--- src/rtl/conv_sr_pkg.sv ---
// conv_sr_pkg -- shared definitions for the convolution window feeder.
//   COORD_W        : width of row/column coordinates
//   feeder_state_t : frame sequencing states of conv_window_feeder
package conv_sr_pkg;

    localparam int unsigned COORD_W = 16;

    typedef enum logic [1:0] {
        IDLE,
        STREAM,
        DRAIN,
        DONE
    } feeder_state_t;

endpackage

--- src/rtl/raster_counter.sv ---
// raster_counter -- raster-order row/column position counter.
//   clock, reset : clock, asynchronous active-high reset
//   clear        : synchronous return to (0,0)
//   incr         : advance one pixel in raster order
//   row, col     : current position
//   col_wrap     : col is the last column of the row
//   last_pixel   : position is the last pixel of the frame
module raster_counter
    import conv_sr_pkg::*;
#(
    parameter int unsigned IMG_WIDTH  = 8,
    parameter int unsigned IMG_HEIGHT = 8
) (
    input  logic               clock,
    input  logic               reset,
    input  logic               clear,
    input  logic               incr,
    output logic [COORD_W-1:0] row,
    output logic [COORD_W-1:0] col,
    output logic               col_wrap,
    output logic               last_pixel
);

    assign col_wrap   = (col == COORD_W'(IMG_WIDTH - 1));
    assign last_pixel = col_wrap && (row == COORD_W'(IMG_HEIGHT - 1));

    always_ff @(posedge clock or posedge reset) begin
        if (reset) begin
            row <= '0;
            col <= '0;
        end else if (clear) begin
            row <= '0;
            col <= '0;
        end else if (incr) begin
            if (col_wrap) begin
                col <= '0;
                row <= last_pixel ? '0 : row + COORD_W'(1);
            end else begin
                col <= col + COORD_W'(1);
            end
        end
    end

endmodule

--- src/rtl/conv_window_feeder.sv ---
// conv_window_feeder -- streams a raster-order frame into a window shift
// register and announces each complete WIN_SIZE x WIN_SIZE window (stride 1).
//   clock, reset          : clock, asynchronous active-high reset
//   start, busy           : frame start request, frame in progress
//   in_pixel/valid/ready  : pixel input handshake
//   sr_enable, sr_pixel   : shift strobe and column data for the shift register
//   win_valid/ready       : window handshake; win_row/win_col = top-left corner
//   frame_done            : one-cycle end-of-frame pulse
module conv_window_feeder
    import conv_sr_pkg::*;
#(
    parameter int unsigned IMG_WIDTH  = 8,
    parameter int unsigned IMG_HEIGHT = 8,
    parameter int unsigned WIN_SIZE   = 3
) (
    input  logic               clock,
    input  logic               reset,
    input  logic               start,
    output logic               busy,
    input  logic [7:0]         in_pixel,
    input  logic               in_valid,
    output logic               in_ready,
    output logic               sr_enable,
    output logic [7:0]         sr_pixel,
    output logic               win_valid,
    input  logic               win_ready,
    output logic [COORD_W-1:0] win_row,
    output logic [COORD_W-1:0] win_col,
    output logic               frame_done
);

    feeder_state_t      state, state_next;
    logic               cnt_clear;
    logic               accept;
    logic               win_hit;
    logic [COORD_W-1:0] row, col;
    logic               col_wrap, last_pixel;
    logic [COORD_W:0]   row_p1, col_p1;

    raster_counter #(
        .IMG_WIDTH (IMG_WIDTH),
        .IMG_HEIGHT(IMG_HEIGHT)
    ) u_raster (
        .clock     (clock),
        .reset     (reset),
        .clear     (cnt_clear),
        .incr      (accept),
        .row       (row),
        .col       (col),
        .col_wrap  (col_wrap),
        .last_pixel(last_pixel)
    );

    // A pending, unconsumed window blocks new pixels so it cannot be overwritten.
    assign in_ready  = (state == STREAM) && !(win_valid && !win_ready);
    assign accept    = in_valid && in_ready;
    assign sr_enable = accept;
    assign sr_pixel  = in_pixel;

    // Compare position+1 against WIN_SIZE so WIN_SIZE=1 needs no special case.
    assign row_p1  = {1'b0, row} + (COORD_W + 1)'(1);
    assign col_p1  = {1'b0, col} + (COORD_W + 1)'(1);
    assign win_hit = accept && (row_p1 >= (COORD_W + 1)'(WIN_SIZE))
                            && (col_p1 >= (COORD_W + 1)'(WIN_SIZE));

    always_ff @(posedge clock or posedge reset) begin
        if (reset) begin
            state <= IDLE;
        end else begin
            state <= state_next;
        end
    end

    always_comb begin
        state_next = state;
        busy       = 1'b1;
        frame_done = 1'b0;
        cnt_clear  = 1'b0;
        unique case (state)
            IDLE: begin
                busy = 1'b0;
                if (start) begin
                    state_next = STREAM;
                    cnt_clear  = 1'b1;
                end
            end
            STREAM: begin
                if (accept && last_pixel) begin
                    state_next = DRAIN;
                end
            end
            DRAIN: begin
                if (!win_valid || win_ready) begin
                    state_next = DONE;
                end
            end
            DONE: begin
                frame_done = 1'b1;
                state_next = IDLE;
            end
            default: state_next = IDLE;
        endcase
    end

    // A new window on the handshake edge replaces the consumed one seamlessly.
    always_ff @(posedge clock or posedge reset) begin
        if (reset) begin
            win_valid <= 1'b0;
            win_row   <= '0;
            win_col   <= '0;
        end else if (win_hit) begin
            win_valid <= 1'b1;
            win_row   <= row - COORD_W'(WIN_SIZE - 1);
            win_col   <= col - COORD_W'(WIN_SIZE - 1);
        end else if (win_valid && win_ready) begin
            win_valid <= 1'b0;
        end
    end

endmodule

--- config.mk ---
export PLATFORM = sky130hd
export DESIGN_NAME = conv_window_feeder
export DESIGN_NICKNAME = d
export VERILOG_FILES = /design/src/rtl/conv_sr_pkg.sv /design/src/rtl/raster_counter.sv /design/src/rtl/conv_window_feeder.sv
export SDC_FILE = /design/constraint.sdc
export NUM_CORES = 1
export LEC_CHECK = 0
export BUFFER_PORTS_ARGS = -buffer_cell sky130_fd_sc_hd__buf_4
export CAP_MARGIN = 15
export CORE_MARGIN = 1.5
export CORE_UTILIZATION = 42
export CTS_CLUSTER_SIZE = 12
export DETAILED_ROUTE_END_ITERATION = 6
export GPL_TIMING_DRIVEN = 0
export PLACE_DENSITY = 0.66
export SETUP_SLACK_MARGIN = 0.4
export SKIP_LAST_GASP = 1
export SLEW_MARGIN = 20
export SYNTH_ARGS = -nofsm -noshare
export SYNTH_HDL_FRONTEND = slang
export SYNTH_SLANG_ARGS = --single-unit
--- constraint.sdc ---
create_clock -name clock -period 3.5 [get_ports clock]
set_input_delay 1.05 -clock clock [delete_from_list [all_inputs] [get_ports clock]]
set_output_delay 1.05 -clock clock [all_outputs]
set_load 0.02 [all_outputs]
==> reports/qor.txt, run 1 <==
Worst VDD drop: 375.1 uV
Die ar.: 11,200 um2
Hold Violations, Final: 0
clock tree root buffer cell: clkbuf_8
Die Wd: 105.9 um
Crit Path Class: flip-flop to flip-flop
Max-Cap Viols: 0
critical path arrival: 3.22 ns
synthesized cell area: 4443 um2
register area share after synthesis: 37.74%
DRC Markers: 0
1st-iter DRT viols: 158
WL final: 11,290 um
Max clock buf depth: 2
Max Slew Vio Count: 0
fmax: 0.3343 GHz
IO Count: 58
initial antenna violation count: 0
vias: 3,815
Placed Instances: 664
worst min path class: flip-flop to flip-flop
Slew Limit Headroom: 44.97%
GRT overflow: 0
CTS tree: yes
Synth cell types: 53
Core Region: 10,280 um2
Worst-path clk slew: 0.08 ns
final net count: 571
GPL Wtd Cong: 0.9058
clock skew: 0.007795 ns
Max FO, Critical Path: 10
Worst Max-Slew Pin Slew: 0.8191 ns
fin crit share: 85.47%
Hold WS: 0.5157 ns
Seq cells post-synth: 67
clock sinks: 67
first-pass GRT wire length: 18,560 um
Cell Count, Final, Fillers Out: 686
share of post-route cells with drive strength above 1: 27.82%
largest net degree at the start of global routing: 51
Hold Buf Count CTS: 0
Post-synth EDFFs: 0
crit start category: flip-flop
IO Port Bufs: 49
TritonCTS buffer count: 9
# setup viols final: 0
Overall Global Routing Usage: 20.95%
Required @ worst endpoint: 3.73 ns
# diodes: 0
worst skew pair latency: 0.35 ns
via count of the first global-routing pass: 3,717
die height: 105.9 um
Synth area leader: dfrtp_1
Synth Warn #: 0
cells after synthesis: 478
syn avg cell area: 9.295 um2
Finished Core Util: 51.77%
antenna viol nets, final: 0
FP Rows: 37
Cell Pwr Density: 694.9 nW/um2
minimum clock period: 2.992 ns
top cells by area, synth: dfrtp_1 38%, mux2_4 10%, o21ai_0 5.3%, nand2_1 3.7%, ha_1 3.7%
Design Power: 0.003697 W
routed vias/inst: 5.561
status: completed
Routed WL per cell: 16.46 um
CTS H-tree lvls: 3
most frequent cells after synthesis: 67 x dfrtp_1, 47 x o21ai_0, 44 x nand2_1
ys async rst share: 100.0%
Synth Net Count: 504
Setup TNS: 0 ns
initial core utilization: 43.23%
top-count cell post-synth: dfrtp_1
Lkg Pwr: 2.402 nW
drt pass-1 iters: 5
RSZ-0062 raised after global routing: false
post-synth top area share: 37.74%
Synth Flop Type: dfrtp_1
Area growth, synth to finish: 19.74%
Worst setup EP type: flip-flop
HPWL after DPL: 8098 um
-- final timing paths --
kind                       slack [ns]                         from  cells after the start                          end
min reg2reg                      0.52      win_row[11]$_DFFE_PP0P_                      1      win_row[11]$_DFFE_PP0P_
max reg2reg                      0.51  u_raster.col[7]$_DFFE_PP0P_                      9      win_col[13]$_DFFE_PP0P_
min in group asynchronous        0.64                        reset                      2       win_row[4]$_DFFE_PP0P_
max                              0.51  u_raster.col[7]$_DFFE_PP0P_                      9      win_col[13]$_DFFE_PP0P_
min                              0.52      win_row[11]$_DFFE_PP0P_                      1      win_row[11]$_DFFE_PP0P_
max in group asynchronous        2.31                        reset                      3  u_raster.col[1]$_DFFE_PP0P_
-- power breakdown --
part	internal, W	total [W]	switching, W
Sequential	0.000994	0.00114	0.000144
Clock	0.000385	0.000694	0.000309
Combinational	0.000879	0.00186	0.000985
Total	0.00226	0.00370	0.00144
-- routing by layer --
| layer | vias to the layer above | routed length, um | track usage [%] |
|---|---|---|---|
| met5 | - | 0 | 0 |
| met1 | 1842 | 5089 | 26.80 |
| li1 | 1839 | - | - |
| met2 | 109 | 5330 | 33.95 |
| met4 | 0 | 353 | 9.846 |
| met3 | 25 | 515 | 4.143 |
-- cell families after synthesis --
family / count (synthesis) / share of synthesized area, %
xor+xnor: 34 / 6.702
buf+inv: 57 / 6.336
compound gates: 97 / 13.66
mux: 34 / 11.07
simple gates: 176 / 20.84
flops: 67 / 37.74
fa+ha+maj: 13 / 3.661
-- through the flow --
step / instance area (um2) / setup slack, ns
6_report: 5320 / 0.5085
3_5_place_dp: 5012 / -0.06889
4_1_cts: 5278 / 0.4053
2_1_floorplan: 4444 / 0.4273
5_1_grt: 5320 / 0.4093
3_3_place_gp: 4982 / -0.1617
-- sequential cells by signal, indices dropped and copies added (netlist names) --
register,flops
u_raster.col,16
u_raster.row,16
win_col,16
win_row,16
state,2
win_valid,1
-- critical path, stage by stage (launching register included) --
cell and delay (ns):
dfrtp_1 0.33, buf_2 0.22, nand4_1 0.21, nor4_4 0.31, mux2_4 0.33, or4_4 0.54
a2111oi_4 0.32, nor2_2 0.11, buf_6 0.19, mux2_4 0.31
-- final cells by class --
cell class,instances,area (um2)
Timing Repair Buffer,56,440.4
Clock inverter,4,47.55
Inverter,12,47.55
Tap cell,136,170.2
Buffer,45,247.7
Sequential cell,67,1678
Multi-Input combinational cell,354,2524
Fill cell,985,4957
Clock buffer,12,165.2
-- layout by cell type (no fill, tap or decap), types with 6 or more instances in the layout --
cell type,instances
a21oi_1,13
nand2b_1,6
ha_1,13
and4_1,7
clkbuf_2,9
and3_1,8
buf_4,64
nand4_1,15
o31ai_1,13
a31oi_1,6
dfrtp_1,66
xor2_1,16
nor3_1,17
nand2_1,44
nand3_1,16
clkbuf_1,14
o21ai_0,47
inv_1,11
xnor2_1,18
mux2_4,30
buf_2,9
nor2_1,30
clkbuf_8,12
-- timing repair --
action,in CTS,in global routing
pin swaps,3,2
hold endpoints to repair,0,0
setup endpoints to repair,33,42
gates resized for setup,6,14
setup buffers,4,2
Power figures use the tool's default switching activity.
==> run 2: changes to the inputs <==
--- a/config.mk
+++ b/config.mk
@@ -12,7 +12,7 @@
 export CTS_CLUSTER_SIZE = 12
 export DETAILED_ROUTE_END_ITERATION = 6
 export GPL_TIMING_DRIVEN = 0
-export PLACE_DENSITY = 0.66
+export PLACE_DENSITY = 0.68
 export SETUP_SLACK_MARGIN = 0.4
 export SKIP_LAST_GASP = 1
 export SLEW_MARGIN = 20
==> constraint.sdc (replaced) <==
create_clock -name clock -period 2.55 [get_ports clock]
set_input_delay 0.765 -clock clock [delete_from_list [all_inputs] [get_ports clock]]
set_output_delay 0.765 -clock clock [all_outputs]
set_load 0.02 [all_outputs]
==> reports/qor.txt, run 2 (same netlist as run 1, synthesis figures left out) <==
status: finished, violations left (was completed)
violated checks: setup timing
clock sinks: 67 (unchanged)
Die Wd: 105.9 um (unchanged)
final net count: 628 (was 571)
initial core utilization: 43.23% (unchanged)
Worst Max-Slew Pin Slew: 0.8721 ns (was 0.8191 ns)
Crit Path Class: flip-flop to flip-flop (unchanged)
WL final: 12,950 um (was 11,290 um)
Max-Cap Viols: 0 (unchanged)
drt pass-1 iters: 5 (unchanged)
Core Region: 10,280 um2 (unchanged)
Worst-path clk slew: 0.08 ns (about the same)
initial antenna violation count: 0 (unchanged)
fmax: 0.3427 GHz (was 0.3343 GHz)
clock tree root buffer cell: clkbuf_8 (unchanged)
Lkg Pwr: 2.794 nW (was 2.402 nW)
die height: 105.9 um (unchanged)
HPWL after DPL: 8093 um (was 8098 um)
# diodes: 0 (unchanged)
Hold Buf Count CTS: 0 (unchanged)
Area growth, synth to finish: 39.99% (was 19.74%)
# setup viols final: 40 (was 0)
Worst Setup Slack, final: -0.3678 ns (was 0.5085 ns)
antenna viol nets, final: 0 (unchanged)
worst min path class: primary input to async pin (was flip-flop to flip-flop)
Hold Violations, Final: 0 (unchanged)
Finished Core Util: 60.52% (was 51.77%)
GRT overflow: 0 (unchanged)
minimum clock period: 2.918 ns (was 2.992 ns)
most common cell after layout, fill and taps aside: buf_4 (was dfrtp_1)
GPL Wtd Cong: 0.9502 (was 0.9058)
largest net degree at the start of global routing: 29 (was 51)
IO Port Bufs: 49 (unchanged)
Die ar.: 11,200 um2 (unchanged)
DRC Markers: 0 (unchanged)
Max Slew Vio Count: 0 (unchanged)
routed vias/inst: 5.588 (was 5.561)
cell chain of the critical path: buf_6, nand4_1, nor4_4, mux2_4, or4_4, a2111oi_4, buf_4, nor2_4, clkbuf_16, mux2_4 (was buf_2, nand4_1, nor4_4, mux2_4, or4_4, a2111oi_4, nor2_2, buf_6, mux2_4)
crit start category: flip-flop (unchanged)
Overall Global Routing Usage: 22.95% (was 20.95%)
1st-iter DRT viols: 172 (was 158)
Worst VDD drop: 427.0 uV (was 375.1 uV)
Worst path most repeated cell: mux2_4 (unchanged)
CTS tree: yes (unchanged)
FP Rows: 37 (unchanged)
clock skew: 0.01261 ns (was 0.007795 ns)
vias: 4,152 (was 3,815)
Hold WS: 0.4013 ns (was 0.5157 ns)
TritonCTS buffer count: 9 (unchanged)
Required @ worst endpoint: 2.79 ns (was 3.73 ns)
share of post-route cells with drive strength above 1: 42.17% (was 27.82%)
CTS H-tree lvls: 3 (unchanged)
Max FO, Critical Path: 5 (was 10)
worst skew pair latency: 0.36 ns (was 0.35 ns)
delay-heaviest family, CP: simple AND/OR/NAND/NOR gates (unchanged)
first-pass GRT wire length: 20,200 um (was 18,560 um)
via count of the first global-routing pass: 3,962 (was 3,717)
Max clock buf depth: 2 (unchanged)
Routed WL per cell: 17.42 um (was 16.46 um)
RSZ-0062 raised after global routing: true (was false)
CP Buf/Inv Count: 3 (was 2)
critical path arrival: 3.15 ns (was 3.22 ns)
Worst setup EP type: flip-flop (unchanged)
fin crit share: 114.4% (was 85.47%)
IO Count: 58 (unchanged)
Crit path largest cell delay: 0.45 ns (was 0.54 ns)
Cell Pwr Density: 899.6 nW/um2 (was 694.9 nW/um2)
Slew Limit Headroom: 41.41% (was 44.97%)
Crit-path slowest cell: or4_4 (unchanged)
commonest non-fill, non-tap cells in the layout: 103 x buf_4, 64 x dfrtp_1, 40 x nand2_1 (was 66 x dfrtp_1, 64 x buf_4, 47 x o21ai_0)
## run 2: cell types whose count changed in the layout (fill, tap and decap cells not counted), sizes merged
cell      change
buf          +61
bufinv        -1
clkbuf        -4
clkinvlp      +2
inv           -1
## run 2: final timing paths
path | start | end | slack (ns) | cells past startpoint
min in group clock | win_row[13]$_DFFE_PP0P_ | win_row[13]$_DFFE_PP0P_ | 0.52 | 1
min | reset | win_row[4]$_DFFE_PP0P_ | 0.40 | 2
max reg2reg | u_raster.col[10]$_DFFE_PP0P_ | win_col[7]$_DFFE_PP0P_ | -0.37 | 10
max in group asynchronous | reset | win_col[12]$_DFFE_PP0P_ | 1.47 | 4
max | u_raster.col[10]$_DFFE_PP0P_ | win_col[7]$_DFFE_PP0P_ | -0.37 | 10
min reg2reg | win_row[13]$_DFFE_PP0P_ | win_row[13]$_DFFE_PP0P_ | 0.52 | 1
## run 2: worst reg2reg max path, cell delays in order, from the launching register on
cell,delay (ns)
dfrtp_1,0.35
buf_6,0.12
nand4_1,0.19
nor4_4,0.36
mux2_4,0.34
or4_4,0.45
a2111oi_4,0.22
buf_4,0.21
nor2_4,0.09
clkbuf_16,0.19
mux2_4,0.29
## run 2: layer usage
| layer | routed length [um] | global-route usage (%) |
|---|---|---|
| met2 | 6310 | 38.03 |
| met3 | 825 | 5.690 |
| met4 | 450 | 9.653 |
| met1 | 5358 | 28.43 |
| met5 | 0 | 0 |
## run 2: cell type report
cell class	instances	area [um2]
Buffer	45	359.1
Clock inverter	4	25.02
Inverter	12	48.80
Timing Repair Buffer	113	984.7
Sequential cell	67	1680
Fill cell	829	4058
Clock buffer	12	155.1
Multi-Input combinational cell	354	2796
Tap cell	136	170.2
## run 2: what timing repair did
item | 4_1_cts | 5_1_grt
setup endpoints to repair | 69 | 69
setup buffers | 37 | 22
resized for setup | 89 | 66
cloned | 2 | 1
pin swaps | 14 | 22
## run 2: stage by stage
| step | TNS (ns) | cells | area (um2) | setup slack [ns] | total power (W) |
|---|---|---|---|---|---|
| after floorplan | -8.859 | 478 | 4479 | -0.2997 | 0.003256 |
| after detailed placement | -28.62 | 665 | 5057 | -0.7415 | 0.004102 |
| after CTS | -9.271 | 720 | 5879 | -0.3191 | 0.005363 |
| final | -11.04 | 743 | 6220 | -0.3678 | 0.005595 |
| after global routing | -14.96 | 743 | 6220 | -0.4377 | 0.005893 |
| after global placement | -25.88 | 663 | 5017 | -0.7072 | 0.004043 |
## run 2: power by group
part	internal, W	switching (W)
registers	0.00137	0.000216
clock network	0.000403	0.000436
logic	0.00160	0.00157
